[config.mk]
export PLATFORM = sky130hd
export DESIGN_NAME = func_sweep_ctrl
export DESIGN_NICKNAME = d
export VERILOG_FILES = /design/src/rtl/sweep_pkg.sv /design/src/rtl/sweep_vec_counter.sv /design/src/rtl/func_sweep_ctrl.sv
export SDC_FILE = /design/constraint.sdc
export NUM_CORES = 1
export LEC_CHECK = 0
export BUFFER_PORTS_ARGS = -buffer_cell sky130_fd_sc_hd__buf_2
export CORE_MARGIN = 2
export CORE_UTILIZATION = 25
export CTS_CLUSTER_SIZE = 24
export DETAILED_ROUTE_END_ITERATION = 16
export PLACE_DENSITY_LB_ADDON = 0.08
export REMOVE_ABC_BUFFERS = 1
export SKIP_CTS_REPAIR_TIMING = 1
export SYNTH_ARGS = -nofsm -noshare
export SYNTH_HDL_FRONTEND = slang
export SYNTH_SLANG_ARGS = --single-unit
[constraint.sdc]
create_clock -name clk -period 2.8 [get_ports clk]
set_input_delay 0.28 -clock clk [delete_from_list [all_inputs] [get_ports clk]]
set_output_delay 0.28 -clock clk [all_outputs]
set_load 0.005 [all_outputs]
[src/rtl/sweep_pkg.sv]
// Shared types and defaults for the function sweep controller and its vector counter.
package sweep_pkg;

  typedef enum logic [1:0] {
    StIdle,
    StDrive,
    StSample,
    StDone
  } sweep_state_t;

  localparam int unsigned DefNIn        = 4;
  localparam int unsigned DefNFunc      = 3;
  localparam int unsigned DefHoldCycles = 1;

  // Value of the final vector of a sweep over n_in inputs.
  function automatic int unsigned last_vec(input int unsigned n_in);
    return (32'd1 << n_in) - 32'd1;
  endfunction

endpackage

[src/rtl/sweep_vec_counter.sv]
// Vector counter with clear, increment and terminal-count flag, plus the per-vector hold counter.
module sweep_vec_counter
  import sweep_pkg::*;
#(
  parameter int unsigned N_IN        = DefNIn,
  parameter int unsigned HOLD_CYCLES = DefHoldCycles
) (
  input  logic            clk,
  input  logic            reset,
  input  logic            clr,
  input  logic            inc,
  input  logic            hold_en,
  output logic [N_IN-1:0] vec,
  output logic            tc,
  output logic            hold_done
);

  localparam int unsigned HoldW = (HOLD_CYCLES > 1) ? $clog2(HOLD_CYCLES) : 1;
  localparam logic [N_IN-1:0]  LastVec  = N_IN'(last_vec(N_IN));
  localparam logic [HoldW-1:0] HoldLast = HoldW'(HOLD_CYCLES - 1);

  logic [HoldW-1:0] hold_q;

  assign tc        = (vec == LastVec);
  assign hold_done = (hold_q == HoldLast);

  // Advancing the vector restarts the hold window for the next vector.
  always_ff @(posedge clk or posedge reset) begin
    if (reset) begin
      vec    <= '0;
      hold_q <= '0;
    end else if (clr) begin
      vec    <= '0;
      hold_q <= '0;
    end else if (inc) begin
      vec    <= vec + N_IN'(1);
      hold_q <= '0;
    end else if (hold_en && !hold_done) begin
      hold_q <= hold_q + HoldW'(1);
    end
  end

endmodule

[src/rtl/func_sweep_ctrl.sv]
// Exhaustive vector sweep and agreement check across N_FUNC implementations of one function.
// SWEEP_STOP_ON_FAIL_EN: when defined, the first disagreement ends the sweep.
module func_sweep_ctrl
  import sweep_pkg::*;
#(
  parameter int unsigned N_IN        = DefNIn,
  parameter int unsigned N_FUNC      = DefNFunc,
  parameter int unsigned HOLD_CYCLES = DefHoldCycles
) (
  input  logic              clk,
  input  logic              reset,
  input  logic              start,
  input  logic [N_FUNC-1:0] f_in,
  output logic [N_IN-1:0]   vec_out,
  output logic              vec_valid,
  output logic              busy,
  output logic              done,
  output logic              pass,
  output logic [N_IN:0]     mismatch_cnt,
  output logic [N_IN-1:0]   first_fail_vec,
  output logic              first_fail_valid
);

`ifdef SWEEP_STOP_ON_FAIL_EN
  localparam bit StopOnFail = 1'b1;
`else
  localparam bit StopOnFail = 1'b0;
`endif

  sweep_state_t state_q;

  logic agree;
  logic stop;
  logic accept;
  logic cnt_clr;
  logic cnt_inc;
  logic cnt_hold_en;
  logic cnt_tc;
  logic cnt_hold_done;

  assign agree  = (&f_in) || !(|f_in);
  assign stop   = StopOnFail && !agree;
  assign accept = start && ((state_q == StIdle) || (state_q == StDone));

  assign cnt_clr     = accept;
  assign cnt_hold_en = (state_q == StDrive);
  assign cnt_inc     = (state_q == StSample) && !cnt_tc && !stop;

  assign pass = done && (mismatch_cnt == '0);

  sweep_vec_counter #(
    .N_IN        (N_IN),
    .HOLD_CYCLES (HOLD_CYCLES)
  ) u_vec_counter (
    .clk       (clk),
    .reset     (reset),
    .clr       (cnt_clr),
    .inc       (cnt_inc),
    .hold_en   (cnt_hold_en),
    .vec       (vec_out),
    .tc        (cnt_tc),
    .hold_done (cnt_hold_done)
  );

  always_ff @(posedge clk or posedge reset) begin
    if (reset) begin
      state_q          <= StIdle;
      vec_valid        <= 1'b0;
      busy             <= 1'b0;
      done             <= 1'b0;
      mismatch_cnt     <= '0;
      first_fail_vec   <= '0;
      first_fail_valid <= 1'b0;
    end else begin
      unique case (state_q)
        StIdle, StDone: begin
          if (start) begin
            state_q          <= StDrive;
            vec_valid        <= 1'b1;
            busy             <= 1'b1;
            done             <= 1'b0;
            mismatch_cnt     <= '0;
            first_fail_vec   <= '0;
            first_fail_valid <= 1'b0;
          end
        end
        StDrive: begin
          if (cnt_hold_done) begin
            state_q <= StSample;
          end
        end
        StSample: begin
          if (!agree) begin
            mismatch_cnt <= mismatch_cnt + (N_IN + 1)'(1);
            if (!first_fail_valid) begin
              first_fail_vec   <= vec_out;
              first_fail_valid <= 1'b1;
            end
          end
          // vec_out is left on the last (or failing) vector for inspection.
          if (cnt_tc || stop) begin
            state_q   <= StDone;
            vec_valid <= 1'b0;
            busy      <= 1'b0;
            done      <= 1'b1;
          end else begin
            state_q <= StDrive;
          end
        end
        default: begin
          state_q <= StIdle;
        end
      endcase
    end
  end

endmodule

==> reports/metrics.cfg, run 1 <==
[run_status]
outcome=complete, no violations

[sta]
final_hold_viol_count=0
worst_slew_pin_slew_ns=0.771
grt_setup_unrepaired=false
setup_viol=0
fin_skew_ns=0.00522
fmax_mhz=481
hold_ws_ns=0.148
drv_slew=0
tns_ns=0
fin_crit_sh_pct=74.2
relSlewSlack_pct=48.6
fin_crit_ns=2.08
timing.final.ws_setup_ns=0.721

[routing]
dr.pass1.iters=3
totalWireLength_mm=2.24
drt-initial-drc-count=67
via_count=828
viasPerCell=4.65
wl_met3_um=107
top_layer_used=met4
wl_per_cell_um=12.6
route.met2.wl_mm=1.05
drc=0
wl_met1_mm=1.04
ant_nets=0

[yosys]
ys.warnings.count=0
synth_edf_count=0
syn_area_mm2=0.00105
avgSynthCellArea_um2=9.97
synth_mux_area_share_pct=7.89
ys_seq_area_share_pct=45.4
ys_seq_elements=19
synth_top_family_by_area=simple AND/OR/NAND/NOR gates
netlist_instances=105
synthAdderAreaFrac_pct=7.17
synth_cell_type_count=30
yosys.area_share.xor_xnor_pct=1.67
synth_compound_area_share_pct=8.84
synth-simple-area-share_pct=22.1
ys_async_sr_fraction_pct=100
yosys_most_used_dff=dfrtp_1

[worst_setup_path]
ff2ff_setup_slack_ns=0.72
cp-startpoint=state_q[0]
cp-end-kind=flop
crit_arrival_ns=2.28
r2r_start=state_q[0]
cp_max_fo=8
ff2ff_path_depth=6
worstPathRequired_ns=3.00
cp-start-kind=flop
r2r_end=mismatch_cnt[4]
crit_type=flop to flop

[clocking]
clock_sinks=19
cts.path.max_buffers=2
root_buffer=clkbuf_8
htree_levels=1
clk_pin_slew_ns=0.08
cts_tree=built
cts_made_buffers=3
clk-insertion-delay-late_ns=0.26

[finish]
fin_util_pct=31.0
drive_above_1_share_pct=25.8
final_cell_mix=buf_2 (23), dfrtp_1 (19), nand2_1 (11), inv_1 (11), nand3_1 (10)
area_delta_synth_final_pct=19.1
final_common_cell=buf_2
nNetsFinal=141
n_antenna_cell=0

[global_routing]
grt_max_degree=20
gr-total-overflow=0
grt_pass1_vias=786
grt_pass1_wl_mm=3.66
antenna_found_initial=0
grt_usage_pct=10.6

[power_and_ir_drop]
p_sw_share_pct=38.2
intPower_w=0.000590
power_density_mw_per_mm2=765
switching_power_w=0.000365
peakVddDrop_mv=0.331
p_seq_share_pct=37.0
p_comb_share_pct=42.6
clockPowerShare_pct=20.3
p_leak_nw=0.623

[floorplanning]
io-pin-count=24
core-area_mm2=0.00403
chipHeight_um=68.7
rows=23
die_area_mm2=0.00472
start_util_pct=26.0
chipWidth_um=68.7

[placement]
io_buffers=23
detailed_place_hpwl_mm=1.70
place_ws_ns=0.723
routabilityCongestion=0.666

[job]
cap_violations=0

[min_path]
hp-class=input pin to asynchronous set/reset pin

-- cell usage after synthesis (2+ instances only) --
cell	number	area share [%]
o22ai_1	2	1.2
mux2i_1	6	5.7
xor2_1	2	1.7
o21ai_0	4	1.9
clkbuf_1	2	0.72
a21oi_1	5	2.4
ha_1	6	7.2
nor2_1	4	1.4
nand3_1	10	4.8
and4b_1	2	1.9
mux2_2	2	2.2
inv_1	11	3.9
nand4_1	2	1.2
nand2_1	11	3.9
o22a_1	2	1.7
dfrtp_1	19	45
nor4_2	2	2.4
-- critical path, cell delays in order (launching register included) --
cell     delay (ns)
dfrtp_1        0.40
inv_1          0.06
ha_1           0.39
nor2b_4        0.19
or2_0          0.33
or4_1          0.56
nand3_1        0.09
-- kinds of logic (layout without fill, tap and decap cells) --
group           Yosys count  in the layout
compound gates           15             15
xor+xnor                  2              2
fa+ha+maj                 6              6
buf+inv                  16             39
flops                    19             19
mux                       8              8
simple gates             39             39
-- layer usage --
layer | vias to the layer above | GRT usage [%]
li1 | 418 | -
met1 | 389 | 12.2
met2 | 17 | 17.5
met3 | 4 | 3.73
met4 | 0 | 5.15
met5 | - | 0
-- cell type report --
cell class                      instances  area (um^2)
Timing Repair Buffer                   24          123
Tap cell                               50         62.6
Multi-Input combinational cell         70          499
Sequential cell                        19          475
Clock inverter                          1         5.00
Clock buffer                            3         41.3
Fill cell                             443         2780
Inverter                               11         41.3
-- metrics by stage --
stage | area (um^2) | cells | total power, W
3_5_place_dp | 1200 | 174 | 0.000773
3_3_place_gp | 1200 | 174 | 0.000775
4_1_cts | 1250 | 178 | 0.000972
2_1_floorplan | 1020 | 100 | 0.000660
5_1_grt | 1250 | 178 | 0.00104
6_report | 1250 | 178 | 0.000954
-- flip-flops by register name, summed over array words and instances (netlist names) --
register,count
u_vec_counter.vec,4
done,1
state_q,2
first_fail_vec,4
first_fail_valid,1
u_vec_counter.hold_q,1
mismatch_cnt,5
busy,1
-- power by group through the flow --
stage	registers, W	clock network (W)	logic [W]
2_1_floorplan	0.000354	0	0.000306
3_3_place_gp	0.000358	0	0.000418
3_5_place_dp	0.000359	0	0.000414
4_1_cts	0.000354	0.000202	0.000416
5_1_grt	0.000359	0.000215	0.000463
6_report	0.000353	0.000194	0.000407
-- worst max path at each step --
stage | endpoint | slack, ns | cells after the start
3_5_place_dp | mismatch_cnt[2] | 0.72 | 6
3_3_place_gp | mismatch_cnt[4] | 0.77 | 6
5_1_grt | mismatch_cnt[3] | 0.59 | 6
4_1_cts | mismatch_cnt[2] | 0.71 | 6
6_report | mismatch_cnt[4] | 0.72 | 6
2_1_floorplan | mismatch_cnt[3] | 0.89 | 5
(Power assumes the default switching activity.)
==> run 2: changes to the inputs <==
==> constraint.sdc (replaced) <==
create_clock -name clk -period 2.14 [get_ports clk]
set_input_delay 0.214 -clock clk [delete_from_list [all_inputs] [get_ports clk]]
set_output_delay 0.214 -clock clk [all_outputs]
set_load 0.005 [all_outputs]
==> reports/metrics.cfg, run 2 (synthesized netlist as in run 1, its figures left out) <==
[run_status]
outcome=complete, no violations

[sta]
tns_ns=0
fin_skew_ns=0.00332
fin_crit_ns=1.84
worst_slew_pin_slew_ns=0.751
final_hold_viol_count=0
fmax_mhz=544
fin_crit_sh_pct=85.9
drv_slew=0
relSlewSlack_pct=49.9
timing.final.ws_setup_ns=0.302
grt_setup_unrepaired=false
hold_ws_ns=0.0741
setup_viol=0

[clocking]
root_buffer=clkbuf_8
clk_pin_slew_ns=0.08
cts_made_buffers=3
clock_sinks=19
cts_tree=built
clk-insertion-delay-late_ns=0.26
htree_levels=1
cts.path.max_buffers=2

[worst_setup_path]
worstPathRequired_ns=2.29
critPathBufInv=2
cp-start-kind=flop
r2r_start=state_q[0]
ff2ff_setup_slack_ns=0.30
crit_path_max_incr_delay_ns=0.52
r2r_end=mismatch_cnt[3]
ff2ff_path_depth=6
path_delay_family=simple AND/OR/NAND/NOR gates
cp-end-kind=flop
crit_type=flop to flop
cp_slowest_cell=nor4b_1
path_cells=inv_1 > ha_1 > nor4b_1 > nor4_2 > buf_4 > a32o_1
cp_max_fo=7
crit_arrival_ns=1.99

[finish]
finalNonFillerCells=183
largest_reg_flops=5
drive_above_1_share_pct=28.6
reg.largest.list=mismatch_cnt x5, first_fail_vec x4, u_vec_counter.vec x4
largest_register=mismatch_cnt
final_common_cell=buf_2
n_antenna_cell=0
nFillCells=436
nNetsFinal=146
area_delta_synth_final_pct=22.7
final_cell_mix=buf_2 (23), dfrtp_1 (19), nand2_1 (11), inv_1 (11), nand3_1 (10)
fin_area_mm2=0.00128

[global_routing]
gr-total-overflow=0
grt_max_degree=20
antenna_found_initial=0
grt_pass1_vias=788
grt_pass1_wl_mm=3.72
grt_usage_pct=10.9

[power_and_ir_drop]
peakVddDrop_mv=0.334
p_comb_share_pct=46.9
switching_power_w=0.000501
clockPowerShare_pct=19.0
intPower_w=0.000848
p_seq_share_pct=34.1
p_sw_share_pct=37.1
p_leak_nw=0.648
power_density_mw_per_mm2=1050

[routing]
drc=0
ant_nets=0
drt-initial-drc-count=43
dr.pass1.iters=4
via_count=837
totalWireLength_mm=2.23
viasPerCell=4.57
wl_per_cell_um=12.2

[floorplanning]
chipHeight_um=68.7
core-area_mm2=0.00403
rows=23
chipWidth_um=68.7
start_util_pct=26.0
die_area_mm2=0.00472
io-pin-count=24

[placement]
detailed_place_hpwl_mm=1.70
io_buffers=23
place_ws_ns=0.293
dpl.cell_count=179
routabilityCongestion=0.721
placed_area_mm2=0.00124

[job]
cap_violations=0

[min_path]
hp-class=input pin to asynchronous set/reset pin

-- run 2: how the worst max path moves through the flow --
stage | start | endpoint | slack, ns | cells past startpoint
floorplan | state_q[0] | mismatch_cnt[3] | 0.23 | 5
global placement | state_q[0] | mismatch_cnt[3] | 0.32 | 6
detailed placement | state_q[0] | mismatch_cnt[3] | 0.29 | 6
CTS | state_q[0] | mismatch_cnt[3] | 0.27 | 6
global route | state_q[0] | mismatch_cnt[3] | 0.18 | 6
finish | state_q[0] | mismatch_cnt[3] | 0.30 | 6
-- run 2: area by class of cell --
cell class | instances | area [um^2] | share of cell area [%]
repair buffers | 29 | 160 | 12.5
multi-input cells | 70 | 499 | 38.9
well taps | 50 | 62.6 | 4.87
clock buffers | 3 | 41.3 | 3.21
inverters | 11 | 41.3 | 3.21
flip-flops and latches | 19 | 475 | 37.0
clock inverters | 1 | 5.00 | 0.389
-- run 2: worst reg2reg max path: stages, from the launching register on --
cell and delay (ns):
dfrtp_1 0.42, inv_1 0.07, ha_1 0.22, nor4b_1 0.52, nor4_2 0.09, buf_4 0.18
a32o_1 0.24
-- run 2: power groups by stage --
stage          clock, W  combinational (W)  sequential (W)
2_1_floorplan         0           0.000400        0.000463
3_3_place_gp          0           0.000646        0.000467
3_5_place_dp          0           0.000643        0.000466
4_1_cts        0.000266           0.000645        0.000460
5_1_grt        0.000290           0.000706        0.000469
6_report       0.000256           0.000632        0.000460
-- run 2: metrics by stage --
step           total power (W)  util, %
6_report               0.00135     31.9
5_1_grt                0.00147     31.9
4_1_cts                0.00137     31.9
3_5_place_dp           0.00111     30.7
3_3_place_gp           0.00111     30.7
2_1_floorplan         0.000863        -
-- run 2: layer usage --
| layer | global-route usage [%] | wire length (um) | up-vias | part of all wire (%) |
|---|---|---|---|---|
| met5 | 0 | 0 | - | 0 |
| met4 | 5.88 | 24 | 0 | 1.1 |
| met3 | 2.60 | 101 | 2 | 4.5 |
| met2 | 17.2 | 1050 | 14 | 47 |
| met1 | 13.8 | 1060 | 398 | 47 |
| li1 | - | - | 423 | - |
==> run 3: changes to the inputs <==
--- a/config.mk
+++ b/config.mk
@@ -10,6 +10,7 @@
 export CORE_UTILIZATION = 25
 export CTS_CLUSTER_SIZE = 24
 export DETAILED_ROUTE_END_ITERATION = 16
+export GPL_TIMING_DRIVEN = 0
 export PLACE_DENSITY_LB_ADDON = 0.08
 export REMOVE_ABC_BUFFERS = 1
 export SKIP_CTS_REPAIR_TIMING = 1
==> constraint.sdc (replaced) <==
create_clock -name clk -period 1.9 [get_ports clk]
set_input_delay 0.19 -clock clk [delete_from_list [all_inputs] [get_ports clk]]
set_output_delay 0.19 -clock clk [all_outputs]
set_load 0.005 [all_outputs]
==> reports/metrics.cfg, run 3 (synthesized netlist as in run 1, its figures left out) <==
[run_status]
outcome=complete, no violations

[power_and_ir_drop]
p_sw_share_pct=37.4
p_seq_share_pct=32.9
switching_power_w=0.000592
p_total_w=0.00158
power_density_mw_per_mm2=1200
p_comb_share_pct=48.7
intPower_w=0.000989
clockPowerShare_pct=18.4
peakVddDrop_mv=0.566
p_leak_nw=0.639

[sta]
relSlewSlack_pct=50.2
fin_crit_sh_pct=97.0
fin_crit_ns=1.84
setup_viol=0
drv_slew=0
final_hold_viol_count=0
fmax_mhz=543
fin_skew_ns=0.00615
worst_slew_pin_slew_ns=0.746

[global_routing]
antenna_found_initial=0
grt_pass1_wl_mm=3.55
grt_max_degree=23
gr-total-overflow=0
grt_pass1_vias=772
grt_usage_pct=10.4

[finish]
drive_above_1_share_pct=30.0
n_antenna_cell=0
final_common_cell=buf_2
final_cell_mix=buf_2 (23), dfrtp_1 (19), nand2_1 (11), inv_1 (11), nand3_1 (10)
nNetsFinal=143
multi_input_area_um2=548
register_area_um2=475
largest_register=mismatch_cnt
largest_reg_flops=5
area_delta_synth_final_pct=25.4
nFillCells=450
reg.largest.list=mismatch_cnt x5, first_fail_vec x4, u_vec_counter.vec x4
finalNonFillerCells=180

[worst_setup_path]
r2r_start=state_q[0]
worstPathRequired_ns=2.10
crit_arrival_ns=2.04
r2r_end=mismatch_cnt[4]
endpoint=mismatch_cnt[4]
cp-startpoint=state_q[0]
cp-start-kind=flop
ff2ff_path_depth=6
ff2ff_setup_slack_ns=0.06
cp-end-kind=flop
crit_type=flop to flop
cp_max_fo=8

[clocking]
cts.path.max_buffers=2
cts_made_buffers=3
clock_sinks=19
cts_tree=built
root_buffer=clkbuf_8
htree_levels=1
clk_pin_slew_ns=0.08
clk-insertion-delay-late_ns=0.26

[routing]
viasPerCell=4.68
drc=0
via_count=842
wl_per_cell_um=12.7
drt-initial-drc-count=16
totalWireLength_mm=2.28
ant_nets=0
dr.pass1.iters=4

[floorplanning]
die_area_mm2=0.00472
chipWidth_um=68.7
io-pin-count=24
chipHeight_um=68.7
start_util_pct=26.0
rows=23
core-area_mm2=0.00403

[placement]
io_buffers=23
detailed_place_hpwl_mm=1.66
routabilityCongestion=0.761
dpl.cell_count=173

[min_path]
hp-class=input pin to asynchronous set/reset pin

[job]
cap_violations=0

==> run 3: how the worst min path moves through the flow <==
| stage | start | endpoint | cells after the start |
|---|---|---|---|
| after floorplan | reset | busy | 1 |
| final | reset | mismatch_cnt[4] | 2 |
| after CTS | reset | mismatch_cnt[4] | 2 |
| after global placement | reset | busy | 2 |
| after global routing | reset | mismatch_cnt[4] | 2 |
| after detailed placement | reset | mismatch_cnt[4] | 2 |
==> run 3: critical path, cell delays in order (launching register included) <==
cell and delay [ns]:
dfrtp_1 0.40, inv_1 0.10, ha_4 0.23, nor2b_4 0.16, or2_4 0.27, or4_1 0.52
nand3_1 0.10
==> run 3: stage by stage <==
step                      setup TNS, ns  hold WS, ns  instance area (um^2)  setup slack [ns]  utilization [%]
after floorplan                 -0.0215        0.141                  1020           -0.0145                -
after global placement            -3.20        0.369                  1190            -0.400             29.6
after detailed placement          -3.22        0.375                  1190            -0.398             29.6
after CTS                         -3.31       0.0861                  1240            -0.410             30.8
after global routing           -0.00383        0.119                  1310          -0.00260             32.6
final                                 0       0.0460                  1310            0.0568             32.6
==> run 3: layer usage <==
layer	vias to the layer above	wire length (um)	track usage [%]
met5	-	0	0
met4	0	24	5.88
met3	2	83	1.95
met2	12	1120	17.8
met1	410	1060	12.2
li1	418	-	-
==> run 3: final cells by class <==
class                      instances  area share, %
multi-input combinational         70           41.7
sequential                        19           36.2
timing repair buffer              26           10.5
tap                               50           4.76
clock buffer                       3           3.14
inverter                          11           3.14
clock inverter                     1          0.571
==> run 3: power groups by stage <==
stage               logic (W)  clock network, W  registers (W)
floorplan            0.000451                 0       0.000521
global placement     0.000612                 0       0.000525
detailed placement   0.000614                 0       0.000530
CTS                  0.000614          0.000307       0.000522
global route         0.000865          0.000323       0.000528
finish               0.000770          0.000291       0.000520
